$ cat src/rtl/divider_control_if.sv
// Switch/button and result bundle shared between the divider and its driver.
interface divider_control_if #(parameter int WIDTH = 8);
  logic             Run;
  logic             ClearA_LoadB;
  logic [WIDTH-1:0] Din;
  logic [WIDTH-1:0] Quotient;
  logic [WIDTH-1:0] Remainder;
  logic             Busy;
  logic             Done;
  logic             DivByZero;

  modport master (
    output Run, ClearA_LoadB, Din,
    input  Quotient, Remainder, Busy, Done, DivByZero
  );

  modport slave (
    input  Run, ClearA_LoadB, Din,
    output Quotient, Remainder, Busy, Done, DivByZero
  );
endinterface

$ cat src/rtl/divider_control.sv
// Sequential restoring shift-subtract divider: control FSM with A/Q/D datapath.
// Define SIGNED_DIV_EN for two's-complement operands (adds a FIXUP state).
module divider_control #(
  parameter int WIDTH = 8
) (
  input logic              Clk,
  input logic              Reset,
  divider_control_if.slave bus
);

  localparam int CW = $clog2(WIDTH) + 1;
  localparam logic [CW-1:0] LAST_CNT = CW'(WIDTH - 1);
  localparam logic [CW-1:0] CNT_ONE  = CW'(1);

  typedef enum logic [2:0] {
    S_IDLE   = 3'd0,
    S_LOAD   = 3'd1,
    S_SHIFT  = 3'd2,
    S_TRYSUB = 3'd3,
    S_FIXUP  = 3'd4,
    S_HOLD   = 3'd5
  } state_t;

  state_t           state_r;
  logic [WIDTH:0]   a_r;
  logic [WIDTH-1:0] q_r;
  logic [WIDTH-1:0] d_r;
  logic [CW-1:0]    count_r;
  logic             dbz_r;
  logic [WIDTH-1:0] din_mag_s;
  logic [WIDTH-1:0] d_eff_s;
  logic [WIDTH:0]   d_ext_s;

`ifdef SIGNED_DIV_EN
  logic [WIDTH-1:0] d_mag_r;
  logic             sign_q_r;
  logic             sign_r_r;

  // Operands are divided as magnitudes; signs are restored in FIXUP.
  assign din_mag_s = bus.Din[WIDTH-1] ? (-bus.Din) : bus.Din;
  assign d_eff_s   = d_mag_r;
`else
  assign din_mag_s = bus.Din;
  assign d_eff_s   = d_r;
`endif

  assign d_ext_s       = {1'b0, d_eff_s};
  assign bus.Quotient  = q_r;
  assign bus.Remainder = a_r[WIDTH-1:0];
  assign bus.DivByZero = dbz_r;
  assign bus.Busy      = (state_r == S_LOAD) || (state_r == S_SHIFT) ||
                         (state_r == S_TRYSUB) || (state_r == S_FIXUP);
  assign bus.Done      = (state_r == S_HOLD);

  // Control FSM and datapath registers.
  always_ff @(posedge Clk or posedge Reset) begin
    if (Reset) begin
      state_r  <= S_IDLE;
      a_r      <= '0;
      q_r      <= '0;
      d_r      <= '0;
      count_r  <= '0;
      dbz_r    <= 1'b0;
`ifdef SIGNED_DIV_EN
      d_mag_r  <= '0;
      sign_q_r <= 1'b0;
      sign_r_r <= 1'b0;
`endif
    end else begin
      case (state_r)
        S_IDLE: begin
          // Run wins over ClearA_LoadB, so D is not loaded on the start cycle.
          if (bus.Run) begin
            state_r <= S_LOAD;
          end else if (bus.ClearA_LoadB) begin
            d_r <= bus.Din;
          end else begin
            state_r <= S_IDLE;
          end
        end
        S_LOAD: begin
          count_r  <= '0;
`ifdef SIGNED_DIV_EN
          d_mag_r  <= d_r[WIDTH-1] ? (-d_r) : d_r;
          sign_q_r <= bus.Din[WIDTH-1] ^ d_r[WIDTH-1];
          sign_r_r <= bus.Din[WIDTH-1];
`endif
          if (d_r == '0) begin
            dbz_r   <= 1'b1;
            q_r     <= '1;
            a_r     <= {1'b0, bus.Din};
            state_r <= S_HOLD;
          end else begin
            dbz_r   <= 1'b0;
            q_r     <= din_mag_s;
            a_r     <= '0;
            state_r <= S_SHIFT;
          end
        end
        S_SHIFT: begin
          {a_r, q_r} <= {a_r[WIDTH-1:0], q_r, 1'b0};
          state_r    <= S_TRYSUB;
        end
        S_TRYSUB: begin
          if (a_r >= d_ext_s) begin
            a_r    <= a_r - d_ext_s;
            q_r[0] <= 1'b1;
          end else begin
            q_r[0] <= 1'b0;
          end
          count_r <= count_r + CNT_ONE;
          if (count_r == LAST_CNT) begin
`ifdef SIGNED_DIV_EN
            state_r <= S_FIXUP;
`else
            state_r <= S_HOLD;
`endif
          end else begin
            state_r <= S_SHIFT;
          end
        end
        S_FIXUP: begin
`ifdef SIGNED_DIV_EN
          // Truncation toward zero: quotient takes the XOR sign, remainder the dividend sign.
          q_r     <= sign_q_r ? (-q_r) : q_r;
          a_r     <= sign_r_r ? {1'b0, -a_r[WIDTH-1:0]} : a_r;
`endif
          state_r <= S_HOLD;
        end
        S_HOLD: begin
          if (!bus.Run) begin
            state_r <= S_IDLE;
          end else begin
            state_r <= S_HOLD;
          end
        end
        default: begin
          state_r <= S_IDLE;
        end
      endcase
    end
  end

endmodule

$ cat src/flat_wrapper.sv
// flat-port wrapper written by rule: the top's interface ports become plain ports
module divider_control_flat 
#(
  parameter int WIDTH = 8
)
  (Clk, Reset, bus_Run, bus_ClearA_LoadB, bus_Din, bus_Quotient, bus_Remainder, bus_Busy, bus_Done, bus_DivByZero);
  divider_control_if #(.WIDTH(WIDTH)) bus_i ();
  input logic Clk;
  input logic Reset;
  input wire logic [$bits(bus_i.Run)-1:0] bus_Run;
  input wire logic [$bits(bus_i.ClearA_LoadB)-1:0] bus_ClearA_LoadB;
  input wire logic [$bits(bus_i.Din)-1:0] bus_Din;
  output wire logic [$bits(bus_i.Quotient)-1:0] bus_Quotient;
  output wire logic [$bits(bus_i.Remainder)-1:0] bus_Remainder;
  output wire logic [$bits(bus_i.Busy)-1:0] bus_Busy;
  output wire logic [$bits(bus_i.Done)-1:0] bus_Done;
  output wire logic [$bits(bus_i.DivByZero)-1:0] bus_DivByZero;
  assign bus_i.Run = bus_Run;
  assign bus_i.ClearA_LoadB = bus_ClearA_LoadB;
  assign bus_i.Din = bus_Din;
  assign bus_Quotient = bus_i.Quotient;
  assign bus_Remainder = bus_i.Remainder;
  assign bus_Busy = bus_i.Busy;
  assign bus_Done = bus_i.Done;
  assign bus_DivByZero = bus_i.DivByZero;
  divider_control #(.WIDTH(WIDTH)) u_core (.Clk(Clk), .Reset(Reset), .bus(bus_i));
endmodule
$ cat config.mk
export PLATFORM = sky130hd
export DESIGN_NAME = divider_control_flat
export DESIGN_NICKNAME = d
export VERILOG_FILES = /design/src/rtl/divider_control_if.sv /design/src/rtl/divider_control.sv /design/src/flat_wrapper.sv
export SDC_FILE = /design/constraint.sdc
export NUM_CORES = 1
export LEC_CHECK = 0
export CORE_MARGIN = 10
export CORE_UTILIZATION = 39
export DETAILED_ROUTE_END_ITERATION = 7
export GPL_ROUTABILITY_DRIVEN = 0
export GPL_TIMING_DRIVEN = 0
export PLACE_DENSITY = 0.6
export SLEW_MARGIN = 20
export SYNTH_ARGS = -nofsm -noshare
export SYNTH_HDL_FRONTEND = slang
export SYNTH_SLANG_ARGS = --single-unit
$ cat constraint.sdc
create_clock -name Clk -period 2.3 [get_ports Clk]
set_input_delay 0.345 -clock Clk [delete_from_list [all_inputs] [get_ports Clk]]
set_output_delay 0.345 -clock Clk [all_outputs]
set_load 0.01 [all_outputs]
==> run summary, run 1 <==
VDD IR max = 807 uV
Synth Warn # = 0
Crit Path Category = flop to flop
Syn_nets = 259
Total grt overflow = 0
Delay-heaviest family, CP = simple AND/OR/NAND/NOR gates
Clk buf depth = 2
Post-synthesis register bit count = 33
Starting Density = 0.398
CP max stage cell = dfrtp_1
WL/cell = 16.4 um
Initial antenna violation count = 0
Commonest non-fill, non-tap cells in the layout = 33 x dfrtp_1, 30 x nor2_1, 30 x clkdlybuf4s50_1, 21 x nand2_1, 14 x a21oi_1
Final min period = 2.23 ns
Crit. End Element = flop
Placed Instances = 339
Die area = 0.00893 mm^2
Setup violations, final = 0
Clock transition at path regs = 0.07 ns
WL met3 = 386 um
Most common cell after layout, fill and taps aside = dfrtp_1
Clk_lat worst skew = 0.29 ns
Hold_buf cts = 0
Final ANT Viol Nets = 0
Core Region = 0.00544 mm^2
PD cells = 1740 mW/mm^2
IO buf count = 30
Max FO, Critical Path = 10
RSZ-0062 raised after global routing = yes
First-pass GRT wire length = 9.24 mm
Outcome = completed
Max-cap violations = 0
Share of layout cells above drive strength 1 = 0.181
Total power = 4720 uW
Worst hold path type = flop to flop
End-of-flow core utilization = 0.499
DR vias = 1,905
Top routing layer in use = met4
Post-synth EDFFs = 0
Die height = 94.5 um
Hold EP = u_core.bus.DivByZero
DRC violations left = 0
WHS Path Cells = 2
Die width = 94.5 um
Synthesis-to-layout area growth = 25.4%
Worst flop-to-flop path endpoint = u_core.a_r[1]
Final Hold Fails = 0
Syn Area/Cell = 9.14 um^2
Worst-Margin Slew = 0.746 ns
Row Count = 27
CP Launch Type = flop
Fmax achieved = 447 MHz
Final HPWL DP = 4.17 mm
Routed wire length on met2 = 2.60 mm
I/O pin count = 31
Final #Nets = 298
Mapped cell area = 0.00217 mm^2
Worst r2r src = u_core.a_r[7]
Detailed-route wire length = 5.72 mm
Worst hold path startpoint = u_core.bus.DivByZero
Critical-path cell list = ha_1, nand2_2, nor4b_2, o31ai_4, a311oi_4, buf_6, buf_6, nor2_1, a21oi_2
Total track usage = 0.128
Drt first pass iters = 5
Crit path buffers/inverters = 2
Post-synthesis sequential area ratio = 0.381
Post-route insts no fill = 349
Flop2flop setup slack = 0.07 ns
Crit path DAT = 2.45 ns
CTS tree = built
WL met1 = 2.63 mm
CP dominant cell by count = buf_6
Synthesized instance count = 237
Num CTS Buffers = 5
Total number of H-tree levels = 2
Antenna diodes = 0
Synth cell types = 49
Max_slew headroom = 0.502
Async SR Flop Fraction = 1.00
Vias in the first global route = 1,823
Top_reg_cell synth = dfrtp_1
CTS Sinks = 33
Fin. max-slew vios = 0
Drt first-iter violations = 162
Crit share post-route = 0.972
Via-to-Cell Ratio = 5.46
R2R depth = 9
Leak = 0.00117 uW
Worst-case clock skew = 0.00511 ns
Hold Slack = 0.476 ns
Delay of the slowest critical-path stage = 0.43 ns
Largest net degree at the start of global routing = 34
Root buffer cell = clkbuf_8
Crit path required time = 2.52 ns
Fin Setup TNS = 0 ns
cell usage after synthesis (3+ instances only):
master | count | area, um^2
a21oi_1 | 16 | 80.1
a221oi_1 | 3 | 26.3
a222oi_1 | 4 | 40.0
a31oi_1 | 3 | 18.8
buf_4 | 10 | 75.1
buf_6 | 3 | 33.8
dfrtp_1 | 33 | 826
ha_1 | 9 | 113
inv_1 | 13 | 48.8
mux2_2 | 9 | 101
nand2_1 | 21 | 78.8
nand2b_1 | 6 | 37.5
nand3_1 | 5 | 25.0
nor2_1 | 30 | 113
nor3_1 | 10 | 50.1
o21ai_0 | 10 | 50.1
o22ai_1 | 3 | 18.8
o31ai_1 | 9 | 67.6
xnor2_1 | 3 | 26.3
final cells by class:
cell class | instances | area [um^2]
fill | 501 | 2720
multi-input combinational | 173 | 1180
sequential | 33 | 826
timing repair buffer | 32 | 319
buffer | 17 | 136
tap | 72 | 90.1
clock buffer | 7 | 86.3
inverter | 14 | 52.6
clock inverter | 1 | 30.0
through the flow:
stage	setup WS, ns	cell area [um^2]
finish	0.0651	2720
global route	-0.0514	2720
CTS	0.0248	2680
detailed placement	-0.0596	2560
global placement	-0.0459	2560
floorplan	0.245	2170
metal layers:
layer,global-route usage,up-vias
met5,0,-
met4,0.0436,0
met3,0.0373,9
met2,0.194,64
met1,0.170,903
li1,-,929
how the worst max path moves through the flow:
stage / start / end / slack (ns) / cells after the start
after global routing: u_core.a_r[7] / u_core.a_r[1] / -0.05 / 9
after floorplan: u_core.a_r[1] / u_core.a_r[1] / 0.25 / 8
after CTS: u_core.a_r[6] / u_core.a_r[0] / 0.02 / 8
after detailed placement: u_core.d_eff_s[1] / u_core.a_r[0] / -0.06 / 9
after global placement: u_core.d_eff_s[1] / u_core.a_r[0] / -0.05 / 9
final: u_core.a_r[7] / u_core.a_r[1] / 0.07 / 9
logic make-up (layout without fill, tap and decap cells):
kind of cell / Yosys count / in the layout / synth area share
AND/OR/NAND/NOR: 90 / 90 / 0.213
XOR/XNOR: 4 / 4 / 0.0162
adder cells (fa/ha/maj): 10 / 10 / 0.0612
flip-flops: 33 / 33 / 0.381
multiplexers: 9 / 9 / 0.0468
AO/OA/AOI/OAI: 60 / 60 / 0.195
buffers and inverters: 31 / 71 / 0.0867
flip-flops by register name, indices dropped and copies added (netlist names):
name / count
u_core.d_eff_s: 8
u_core.bus.DivByZero: 1
u_core.state_r: 3
u_core.count_r: 4
u_core.a_r: 9
u_core.bus.Quotient: 8
power breakdown:
part / total (uW) / internal, uW / switching, uW
sequential: 1120 / 874 / 249
combinational: 3020 / 1450 / 1570
clock: 577 / 353 / 224
total: 4720 / 2670 / 2040
worst min-delay path: stages (launching register included):
cell	delay [ns]
dfrtp_1	0.34
nand2_1	0.05
nand2_1	0.05
repair_timing:
action	in CTS	in global routing
pin swaps	1	1
setup buffers	0	2
gates resized for setup	1	8
setup endpoints to repair	5	9
Power figures use the tool's default switching activity.
==> run 2: changes to the inputs <==
--- a/config.mk
+++ b/config.mk
@@ -5,7 +5,6 @@
 export SDC_FILE = /design/constraint.sdc
 export NUM_CORES = 1
 export LEC_CHECK = 0
-export CORE_MARGIN = 10
 export CORE_UTILIZATION = 39
 export DETAILED_ROUTE_END_ITERATION = 7
 export GPL_ROUTABILITY_DRIVEN = 0
==> run 2 against run 1 <==
Effect of this change:
- sequential power hardly changed
- largest cell class unchanged
- utilization is 2.9 points higher
- power up 3.8%
- non-clock buffer count is the same
- clock power is 16% higher
- setup slack worse by 0.0010 ns
- via count down 0.79%
- clock-buffer cell count fell by 2
- largest power group unchanged
- hold slack improved by 0.0086 ns
- combinational power rose by 2%
==> run summary, run 2 (synthesized netlist as in run 1, its figures left out) <==
Die area = 0.00586 mm^2
Num CTS Buffers = 5
RSZ-0062 raised after global routing = yes
Clock transition at path regs = 0.08 ns
I/O pin count = 31
Final #Nets = 298
Largest net degree at the start of global routing = 34
Die height = 76.5 um
Setup violations, final = 0
Clk pwr share = 0.137
VDD IR max = 953 uV
Detailed-route wire length = 5.57 mm
Total grt overflow = 0
Post-place setup slack = -0.0631 ns
Total number of H-tree levels = 2
Crit. End Element = flop
Antenna diodes = 0
Final HPWL DP = 3.97 mm
Final Hold Fails = 0
CTS Sinks = 33
Max_slew headroom = 0.519
Sequential Power Share = 0.233
Max FO, Critical Path = 10
CTS tree = built
Core Region = 0.00524 mm^2
Largest Register = u_core.a_r
Worst-case clock skew = 0.00954 ns
Met3 Resource Use GR = 0.0383
First-pass GRT wire length = 9.09 mm
Internal Pwr Total = 2810 uW
Leak = 0.00118 uW
Final ANT Viol Nets = 0
Clk_lat worst skew = 0.29 ns
Share of layout cells above drive strength 1 = 0.195
Hold_buf cts = 0
Starting Density = 0.414
Fmax achieved = 447 MHz
Crit path required time = 2.47 ns
Crit share post-route = 0.972
DR vias = 1,890
Final min period = 2.24 ns
Synthesis-to-layout area growth = 27.8%
PD cells = 1770 mW/mm^2
Met2 GRT Util = 0.328
Combinational power share = 0.630
Crit path DAT = 2.40 ns
Total track usage = 0.199
Row Count = 26
Clk buf depth = 2
Vias in the first global route = 1,832
Hold Slack = 0.485 ns
IO buf count = 30
Fin. max-slew vios = 0
Drt first-iter violations = 179
Switch share = 0.426
Top Usage Layer GRT = met2
Initial antenna violation count = 0
Max reg flops = 9
CP Launch Type = flop
GR Util met1 = 0.260
WL/cell = 16.0 um
Crit Path Category = flop to flop
Worst hold path type = input port to asynchronous set/reset pin
DRC violations left = 0
Most common cell after layout, fill and taps aside = dfrtp_1
Net Sw Power = 2090 uW
Outcome = completed
Final non-filler cell area = 0.00277 mm^2
Root buffer cell = clkbuf_8
Drt first pass iters = 4
Via-to-Cell Ratio = 5.45
Max-cap violations = 0
Setup WS post-layout = 0.0641 ns
Die width = 76.5 um
Commonest non-fill, non-tap cells in the layout = 33 x dfrtp_1, 30 x clkdlybuf4s50_1, 29 x nor2_1, 21 x nand2_1, 14 x a21oi_1
Placed inst area = 0.00255 mm^2
Worst-Margin Slew = 0.721 ns
==> run 2: routing by layer <==
| metal | share of wire | vias up |
|---|---|---|
| met5 | 0 | - |
| met4 | 0.015 | 0 |
| met3 | 0.045 | 10 |
| met2 | 0.48 | 53 |
| met1 | 0.46 | 902 |
| li1 | - | 925 |
==> run 2: path summary, 6_finish.rpt <==
path | cells past startpoint | start | to | slack (ns)
max in group asynchronous | 2 | Reset | u_core.a_r[4] | 1.34
min | 2 | Reset | u_core.count_r[0] | 0.48
max reg2reg | 10 | u_core.a_r[5] | u_core.a_r[1] | 0.06
max | 10 | u_core.a_r[5] | u_core.a_r[1] | 0.06
min reg2reg | 2 | u_core.bus.DivByZero | u_core.bus.DivByZero | 0.49
min in group Clk | 2 | u_core.bus.DivByZero | u_core.bus.DivByZero | 0.49
==> run 2: final cells by class <==
| class | instances | area, um^2 |
|---|---|---|
| Tap cell | 70 | 87.6 |
| Clock inverter | 3 | 65.1 |
| Inverter | 14 | 52.6 |
| Timing Repair Buffer | 32 | 315 |
| Buffer | 17 | 136 |
| Sequential cell | 33 | 826 |
| Clock buffer | 5 | 68.8 |
| Multi-Input combinational cell | 173 | 1220 |
| Fill cell | 503 | 2470 |
==> run 2: stage by stage <==
| stage | total power, uW | instances | TNS (ns) | util |
|---|---|---|---|---|
| after floorplan | 3180 | 237 | 0 | - |
| after CTS | 4700 | 345 | 0 | 0.514 |
| after global placement | 3960 | 337 | -0.0955 | 0.488 |
| final | 4900 | 347 | 0 | 0.528 |
| after detailed placement | 4000 | 337 | -0.165 | 0.488 |
| after global routing | 5290 | 347 | -0.0856 | 0.528 |
==> run 2: power groups by stage <==
stage               Clock (uW)  Combinational [uW]  Sequential [uW]
detailed placement           0                2860             1140
floorplan                    0                2080             1100
finish                     669                3090             1140
global placement             0                2830             1130
global route               708                3400             1190
CTS                        682                2890             1130
==> run 2: repair_timing <==
action                                  4_1_cts  5_1_grt
pin swaps                                     1        1
endpoints found under the setup margin        4       10
gates cloned                                  0        0
gates resized for setup                       1       13
setup buffers                                 0        2
==> run 2: critical path, cell delays in order (launching register included) <==
cell and delay [ns]:
dfrtp_1 0.42, ha_1 0.31, buf_6 0.14, and4_1 0.19, o2bb2ai_1 0.13, nor4_2 0.29, a311oi_4 0.13, buf_4 0.18
buf_6 0.15, nor2_1 0.12, a21oi_2 0.04
